$ cat src/rtl/game_flow_controller.sv
// Turn sequencer for a multi-player board game: welcome, board init, per-player move/pass, game over.
// Optional per-turn forfeit timer is built when GFC_MOVE_TIMEOUT_EN is defined.
module game_flow_controller #(
    parameter int NUM_PLAYERS    = 2,
    parameter int FIRST_PLAYER   = 0,
    parameter int TIMEOUT_CYCLES = 1024,
    localparam int PW = ($clog2(NUM_PLAYERS) < 1) ? 1 : $clog2(NUM_PLAYERS),
    localparam int TW = $clog2(TIMEOUT_CYCLES)
) (
    input  logic          clock,
    input  logic          reset,
    input  logic          go,
    input  logic          init_end,
    input  logic          ack,
    input  logic          no_move,
    input  logic          game_end,
    output logic          init_start,
    output logic          new_move,
    output logic [PW-1:0] player,
    output logic [PW:0]   pass_cnt,
    output logic          timeout,
    output logic          game_over
);

    typedef enum logic [2:0] {
        WELC = 3'd0,
        INIT = 3'd1,
        WAIT = 3'd2,
        HOLD = 3'd3,
        PASS = 3'd4,
        OVER = 3'd5
    } state_t;

    localparam logic [PW-1:0] FIRST_P     = PW'(FIRST_PLAYER);
    localparam logic [PW-1:0] LAST_PLAYER = PW'(NUM_PLAYERS - 1);
    localparam logic [PW:0]   PASS_LIMIT  = (PW+1)'(NUM_PLAYERS);

    // Parameter sanity, caught at elaboration rather than as odd runtime behaviour.
    if (NUM_PLAYERS < 2 || NUM_PLAYERS > 16) begin : g_bad_num_players
        $error("game_flow_controller: NUM_PLAYERS must be 2..16");
    end
    if (FIRST_PLAYER < 0 || FIRST_PLAYER >= NUM_PLAYERS) begin : g_bad_first_player
        $error("game_flow_controller: FIRST_PLAYER must be 0..NUM_PLAYERS-1");
    end
    if (TIMEOUT_CYCLES < 2 || TW < 1) begin : g_bad_timeout
        $error("game_flow_controller: TIMEOUT_CYCLES must be at least 2");
    end

    state_t        state_q, state_d;
    logic [PW-1:0] player_q, player_d;
    logic [PW:0]   pass_cnt_q, pass_cnt_d;
    logic [PW-1:0] next_player;
    logic [PW:0]   pass_inc;
    logic          turn_expired;

`ifdef GFC_MOVE_TIMEOUT_EN
    localparam logic [TW-1:0] TIMER_LAST = TW'(TIMEOUT_CYCLES - 1);

    logic [TW-1:0] timer_q, timer_d;
    logic          timeout_q, timeout_d;

    assign turn_expired = (timer_q == TIMER_LAST);
`else
    assign turn_expired = 1'b0;
`endif

    assign next_player = (player_q == LAST_PLAYER) ? '0 : player_q + PW'(1);
    assign pass_inc    = pass_cnt_q + (PW+1)'(1);

    always_ff @(posedge clock or posedge reset) begin
        if (reset) begin
            state_q <= WELC;
        end else begin
            state_q <= state_d;
        end
    end

    // Turn bookkeeping; these hold in every state that does not explicitly update them.
    always_ff @(posedge clock or posedge reset) begin
        if (reset) begin
            player_q   <= FIRST_P;
            pass_cnt_q <= '0;
`ifdef GFC_MOVE_TIMEOUT_EN
            timer_q    <= '0;
            timeout_q  <= 1'b0;
`endif
        end else begin
            player_q   <= player_d;
            pass_cnt_q <= pass_cnt_d;
`ifdef GFC_MOVE_TIMEOUT_EN
            timer_q    <= timer_d;
            timeout_q  <= timeout_d;
`endif
        end
    end

    always_comb begin
        state_d    = state_q;
        player_d   = player_q;
        pass_cnt_d = pass_cnt_q;
`ifdef GFC_MOVE_TIMEOUT_EN
        timer_d    = timer_q;
        timeout_d  = 1'b0;
`endif
        case (state_q)
            WELC: begin
                if (go) begin
                    state_d = INIT;
                end
            end
            INIT: begin
                if (init_end) begin
                    state_d    = WAIT;
                    player_d   = FIRST_P;
                    pass_cnt_d = '0;
`ifdef GFC_MOVE_TIMEOUT_EN
                    timer_d    = '0;
`endif
                end
            end
            WAIT: begin
                if (game_end) begin
                    state_d = OVER;
                end else if (ack) begin
                    state_d    = HOLD;
                    pass_cnt_d = '0;
                end else if (no_move || turn_expired) begin
                    // Everyone passing in a row ends the game without a further turn.
                    pass_cnt_d = pass_inc;
                    if (pass_inc == PASS_LIMIT) begin
                        state_d = OVER;
                    end else begin
                        state_d  = PASS;
                        player_d = next_player;
`ifdef GFC_MOVE_TIMEOUT_EN
                        timeout_d = !no_move;
`endif
                    end
                end else begin
`ifdef GFC_MOVE_TIMEOUT_EN
                    timer_d = timer_q + TW'(1);
`endif
                end
            end
            HOLD: begin
                if (game_end) begin
                    state_d = OVER;
                end else if (!ack) begin
                    state_d  = WAIT;
                    player_d = next_player;
`ifdef GFC_MOVE_TIMEOUT_EN
                    timer_d  = '0;
`endif
                end
            end
            PASS: begin
                if (game_end) begin
                    state_d = OVER;
                end else begin
                    state_d = WAIT;
`ifdef GFC_MOVE_TIMEOUT_EN
                    timer_d = '0;
`endif
                end
            end
            OVER: begin
                if (go) begin
                    state_d = INIT;
                end
            end
            default: begin
                state_d = WELC;
            end
        endcase
    end

    always_comb begin
        init_start = (state_q == INIT);
        new_move   = (state_q == WAIT);
        game_over  = (state_q == OVER);
    end

    assign player   = player_q;
    assign pass_cnt = pass_cnt_q;
`ifdef GFC_MOVE_TIMEOUT_EN
    assign timeout  = timeout_q;
`else
    assign timeout  = 1'b0;
`endif

endmodule

$ cat config.mk
export PLATFORM = sky130hd
export DESIGN_NAME = game_flow_controller
export DESIGN_NICKNAME = d
export VERILOG_FILES = /design/src/rtl/game_flow_controller.sv
export SDC_FILE = /design/constraint.sdc
export NUM_CORES = 1
export LEC_CHECK = 0
export ABC_CLOCK_PERIOD_IN_PS = 2300
export BUFFER_PORTS_ARGS = -buffer_cell sky130_fd_sc_hd__buf_2
export CAP_MARGIN = 20
export CORE_UTILIZATION = 30
export CTS_CLUSTER_DIAMETER = 40
export DETAILED_ROUTE_END_ITERATION = 16
export MAX_ROUTING_LAYER = met4
export SLEW_MARGIN = 20
export SYNTH_ARGS = -nofsm -noshare
export SYNTH_HDL_FRONTEND = slang
export SYNTH_SLANG_ARGS = --single-unit
$ cat constraint.sdc
create_clock -name clock -period 2.3 [get_ports clock]
set_input_delay 0.69 -clock clock [delete_from_list [all_inputs] [get_ports clock]]
set_output_delay 0.69 -clock clock [all_outputs]
set_load 0.01 [all_outputs]
==> impl_metrics.py, run 1 <==
metrics = {
    "outcome": {
        "outcome": "completed",
    },
    "floorplan": {
        "dieHeight_microns": 43.9,
        "fp-row-count": 14,
        "initial_core_util_pct": 33.4,
        "dieArea_sq_um": 1930,
        "die_w_microns": 43.9,
        "core_area_sq_um": 1580,
        "io_pins": 14,
    },
    "power": {
        "switching_share_pct": 42.0,
        "leakage_nw": 0.277,
        "p_clk_share_pct": 12.9,
        "ir_worst_vdd_uv": 347,
        "internal_power_w": 0.000399,
        "powerDensity_nw_per_um2": 1180,
        "p_seq_share_pct": 35.9,
        "comb_power_share_pct": 51.2,
        "switching_power_w": 0.000289,
        "power.total_w": 0.000688,
    },
    "critical_path": {
        "cp_cell_sequence": "nor3b_1 -> buf_2",
        "endpoint_kind": "output port",
        "timing.rr.start": "state_q[2]",
        "cp_data_arrival_time_ns": 1.32,
        "crit_start": "state_q[0]",
        "slowest_stage": "dfrtp_1",
        "slowest_delay_ns": 0.62,
        "required_ns": 1.61,
        "worstPathMaxFanout": 17,
        "worstSetupPathType": "reg2out",
        "worstSetupStartpointType": "flop",
    },
    "cells_and_area": {
        "fill_cells": 169,
        "antenna_cells": 0,
        "layout-drive-gt1-share_pct": 22.9,
        "syn2layout_area_growth_pct": 10.7,
        "fin_nets": 80,
    },
    "yosys": {
        "synth.net_count": 70,
        "synthDistinctLibCells": 32,
        "synth_warnings": 0,
        "syn_area_sq_um": 527,
        "synth_edf_count": 0,
        "ys_seq_elements": 6,
        "yosysSeqAreaShare_pct": 28.5,
        "synth_area_leader_cell": "dfrtp_1",
        "avgSynthCellArea_sq_um": 8.50,
        "yosys-top-cells-area": "dfrtp_1, mux2_1, nor2_1",
        "synthCells": 62,
        "ys.flop_type": "dfrtp_1",
        "synth_top_area_share_pct": 28.5,
        "async_reset_ff_share_pct": 100,
    },
    "timing": {
        "finalMaxSlewViolations": 0,
        "rsz0062_at_grt": "false",
        "skew_ns": 0.00147,
        "fin_setup_tns_ns": 0,
        "fin_crit_sh_pct": 87.5,
        "setup_viol": 0,
        "fmax_mhz": 497,
        "hold_violations": 0,
        "min_period_ns": 2.01,
    },
    "clocking": {
        "path_clk_slew_ns": 0.04,
        "h-tree-depth": 1,
        "ctsHoldBuffers": 0,
        "cts-resized-gates": 0,
        "cts.sinks": 6,
        "cts-root-buf": "clkbuf_4",
        "post_cts_buffers": 0,
        "cts_tree": "built",
        "clock_path_buffers": 2,
        "clkLatencyLatePin_ns": 0.23,
        "numCtsBuffers": 3,
    },
    "placed_design": {
        "gp_congestion": 0.758,
        "port_buffers": 12,
        "hpwl_microns": 813,
    },
    "global_routing": {
        "gr-total-overflow": 0,
        "grt_usage_pct": 13.3,
        "grt_max_degree": 18,
        "grt_pass1_vias": 443,
        "grt_first_pass_wirelength_microns": 1870,
        "antenna_found_initial": 0,
    },
    "routing": {
        "vias_per_cell": 5.52,
        "num_vias": 475,
        "firstDrtPassIters": 6,
        "drc": 0,
        "wirelength_microns": 1040,
        "wl_per_cell_microns": 12.1,
        "drt_iter0_drc": 10,
        "ant_nets": 0,
    },
    "hold_path": {
        "hp-class": "in2async",
    },
    "flow_run": {
        "max_cap_viol_count": 0,
    },
}
## flip-flops by register name, indices dropped and copies added, names as in the netlist
signal	cells
pass_cnt	2
state_q	3
player	1
## final cells by class
cell class | count | area, sq um | share of cell area, %
Clock buffer | 3 | 22.5 | 3.86
Inverter | 3 | 11.3 | 1.93
Multi-Input combinational cell | 46 | 319 | 54.7
Sequential cell | 6 | 150 | 25.8
Tap cell | 16 | 20.0 | 3.43
Timing Repair Buffer | 12 | 60.1 | 10.3
## worst max-delay path: cells and delay by family, from the launching register on
family	cells	cell delay, ns
flops	1	0.62
simple gates	1	0.29
buf+inv	1	0.18
## metal layers
layer	track usage, %	vias to the layer above	share of wire [%]
met2	20.6	11	49
li1	-	240	-
met5	-	-	0
met4	3.64	0	0
met3	2.92	0	3.2
met1	17.4	224	48
## cell families (layout without fill, tap and decap cells)
kind of cell               after synthesis  in the layout  share of synthesized area (%)
muxes                                    5              5                           10.9
adders and majority gates                1              1                           2.37
AOI/OAI and AO/OA                       16             16                           22.1
buffers and inverters                   10             18                           10.9
and+or+nand+nor                         23             23                           24.5
other                                    1              1                          0.712
DFF                                      6              6                           28.5
## per-stage QoR
| stage | instance area, sq um | std cells | worst slack (ns) | utilization, % | hold slack, ns |
|---|---|---|---|---|---|
| after floorplan | 527 | 62 | 0.661 | - | 0.481 |
| after global placement | 561 | 83 | 0.433 | 35.6 | 0.506 |
| after detailed placement | 561 | 83 | 0.433 | 35.6 | 0.515 |
| after CTS | 583 | 86 | 0.266 | 37.0 | 0.358 |
| after global routing | 583 | 86 | 0.167 | 37.0 | 0.364 |
| final | 583 | 86 | 0.288 | 37.0 | 0.365 |
## power groups by stage
stage          registers (W)  clock network [W]  logic, W
6_report            0.000247          0.0000885  0.000353
5_1_grt             0.000263           0.000107  0.000396
4_1_cts             0.000248          0.0000925  0.000356
3_5_place_dp        0.000248                  0  0.000356
3_3_place_gp        0.000246                  0  0.000354
2_1_floorplan       0.000170                  0  0.000381
## path summary, 6_finish.rpt
check | cells past startpoint | to | slack [ns]
min in group clock | 1 | pass_cnt[1] | 0.51
max reg2reg | 4 | state_q[0] | 0.67
min reg2reg | 1 | pass_cnt[1] | 0.51
max | 2 | init_start | 0.29
min | 2 | player | 0.37
max in group asynchronous | 2 | pass_cnt[0] | 1.75
## cells in the final DEF (no fill, tap or decap)
cell type / count
nor2b_1: 2
nand2b_1: 2
buf_2: 12
a32o_1: 1
nor3_1: 3
clkbuf_4: 3
o311a_1: 1
mux2_4: 1
dfrtp_1: 6
nand2_1: 1
inv_1: 3
a21oi_1: 3
a21o_1: 2
a2bb2oi_1: 1
nand3b_1: 2
and2_1: 1
mux2_1: 2
ha_1: 1
conb_1: 1
and3_1: 1
o2bb2ai_1: 1
o21bai_1: 1
mux2i_1: 2
o22ai_1: 1
nor3b_1: 3
o22a_1: 1
a31oi_1: 1
a221o_1: 1
o21ai_0: 2
nor2_1: 6
nor4_1: 2
## cell usage after synthesis (all sizes together) (2+ instances only)
cell type  instances
a21o               2
a21oi              3
buf                7
dfrtp              6
inv                3
mux2               3
mux2i              2
nand2b             2
nand3b             2
nor2               6
nor2b              2
nor3               3
nor3b              3
nor4               2
o21ai              2
(Power assumes the default switching activity.)
==> run 2: changes to the inputs <==
--- a/config.mk
+++ b/config.mk
@@ -9,9 +9,11 @@
 export BUFFER_PORTS_ARGS = -buffer_cell sky130_fd_sc_hd__buf_2
 export CAP_MARGIN = 20
 export CORE_UTILIZATION = 30
+export CTS_BUF_LIST = sky130_fd_sc_hd__clkbuf_4 sky130_fd_sc_hd__clkbuf_8
 export CTS_CLUSTER_DIAMETER = 40
 export DETAILED_ROUTE_END_ITERATION = 16
 export MAX_ROUTING_LAYER = met4
+export RECOVER_POWER = 100
 export SLEW_MARGIN = 20
 export SYNTH_ARGS = -nofsm -noshare
 export SYNTH_HDL_FRONTEND = slang
==> impl_metrics.py, run 2 (synthesis gave the netlist of run 1 again) <==
metrics = {
    "outcome": {
        "outcome": "completed",
    },
    "floorplan": {
        "core_area_sq_um": 1580,
        "initial_core_util_pct": 33.4,
        "dieHeight_microns": 43.9,
        "die_w_microns": 43.9,
        "fp-row-count": 14,
        "dieArea_sq_um": 1930,
        "io_pins": 14,
    },
    "power": {
        "leakage_nw": 0.246,
        "ir_worst_vdd_uv": 341,
        "powerDensity_nw_per_um2": 1160,
    },
    "critical_path": {
        "cp_cell_sequence": "nor3b_1 -> clkbuf_1",
        "timing.rr.start": "state_q[2]",
        "crit_start": "state_q[0]",
        "slowest_delay_ns": 0.61,
        "worstPathMaxFanout": 17,
        "endpoint": "init_start",
        "reg2regPathDepth": 4,
        "required_ns": 1.61,
        "slowest_stage": "dfrtp_1",
        "worstSetupPathType": "reg2out",
        "worstSetupStartpointType": "flop",
        "cp_data_arrival_time_ns": 1.33,
        "endpoint_kind": "output port",
        "rrSetupSlack_ns": 0.66,
        "r2r_end": "state_q[0]",
    },
    "routing": {
        "wl_met3_microns": 43,
        "drt_iter0_drc": 12,
        "ant_nets": 0,
        "vias_per_cell": 5.53,
        "route.met2.wl_microns": 503,
        "num_vias": 476,
        "highest_layer": "met3",
        "wirelength_microns": 1040,
        "m1WireLength_microns": 497,
        "drc": 0,
        "wl_per_cell_microns": 12.1,
        "firstDrtPassIters": 6,
    },
    "hold_path": {
        "hp-class": "in2async",
    },
    "clocking": {
        "cts-root-buf": "clkbuf_4",
        "numCtsBuffers": 3,
        "cts-resized-gates": 0,
        "ctsHoldBuffers": 0,
        "clkLatencyLatePin_ns": 0.23,
        "cts_tree": "built",
        "post_cts_buffers": 0,
        "cts.sinks": 6,
        "h-tree-depth": 1,
        "clock_path_buffers": 2,
        "path_clk_slew_ns": 0.04,
    },
    "cells_and_area": {
        "fin_nets": 80,
        "largest_register_ffs": 3,
        "final_common_cell": "clkbuf_1",
        "antenna_cells": 0,
        "fill_cells": 176,
        "fin_area_sq_um": 571,
        "most-common-layout-cells": "clkbuf_1, nor2_1, dfrtp_1",
        "syn2layout_area_growth_pct": 8.31,
        "layout-drive-gt1-share_pct": 11.4,
        "largest-register": "state_q",
    },
    "timing": {
        "fin_crit_sh_pct": 87.7,
        "setup_ws_ns": 0.283,
        "setup_viol": 0,
        "skew_ns": 0.00211,
        "fmax_mhz": 496,
        "finalMaxSlewViolations": 0,
        "rsz0062_at_grt": "false",
        "fin_setup_tns_ns": 0,
        "hold_violations": 0,
        "min_period_ns": 2.02,
    },
    "flow_run": {
        "max_cap_viol_count": 0,
    },
    "global_routing": {
        "grt_first_pass_wirelength_microns": 1870,
        "antenna_found_initial": 0,
        "gr-total-overflow": 0,
        "grt_max_degree": 18,
        "grt_pass1_vias": 443,
        "grt_usage_pct": 13.3,
    },
    "placed_design": {
        "gp_congestion": 0.758,
        "port_buffers": 12,
        "placed_cell_area_sq_um": 561,
        "pre_cts_slack_ns": 0.433,
        "hpwl_microns": 813,
    },
}
## run 2: changes by cell type in the layout (fill, tap and decap cells not counted)
cell	change
buf_2	-7
clkbuf_1	+7
mux2_1	+1
mux2_4	-1
## run 2: worst min-delay path by stage
| stage | endpoint | start | depth (start not counted) | slack, ns |
|---|---|---|---|---|
| CTS | player | reset | 2 | 0.36 |
| detailed placement | pass_cnt[1] | pass_cnt[1] | 1 | 0.51 |
| finish | player | reset | 2 | 0.36 |
| floorplan | pass_cnt[0] | reset | 1 | 0.48 |
| global route | player | reset | 2 | 0.36 |
| global placement | pass_cnt[1] | pass_cnt[1] | 1 | 0.51 |
## run 2: layout make-up
type / instances / area, sq um / share of cell area (%)
flip-flops and latches: 6 / 150 / 26.3
clock buffers: 3 / 22.5 / 3.95
repair buffers: 12 / 51.3 / 8.99
multi-input cells: 46 / 315 / 55.3
well taps: 16 / 20.0 / 3.51
inverters: 3 / 11.3 / 1.97
## run 2: report_power, final
part / internal (W) / total (W) / switching, W
Combinational: 0.000171 / 0.000327 / 0.000156
Sequential: 0.000145 / 0.000247 / 0.000102
Clock: 0.0000585 / 0.0000889 / 0.0000304
Total: 0.000375 / 0.000663 / 0.000288
## run 2: critical path: cells and delay by family (launching register included)
family,cells,cell delay (ns)
simple gates,1,0.30
buf+inv,1,0.18
flops,1,0.61
## run 2: metal layers
metal	up-vias	global-route usage [%]
met5	-	-
met4	0	3.64
met3	0	2.92
met2	12	20.6
met1	223	17.4
li1	241	-
## run 2: per-stage QoR
stage	total power (W)	hold slack, ns	instances	util (%)
floorplan	0.000551	0.481	62	-
global placement	0.000600	0.506	83	35.6
detailed placement	0.000604	0.515	83	35.6
CTS	0.000696	0.358	86	37.0
global route	0.000744	0.364	86	36.2
finish	0.000663	0.364	86	36.2
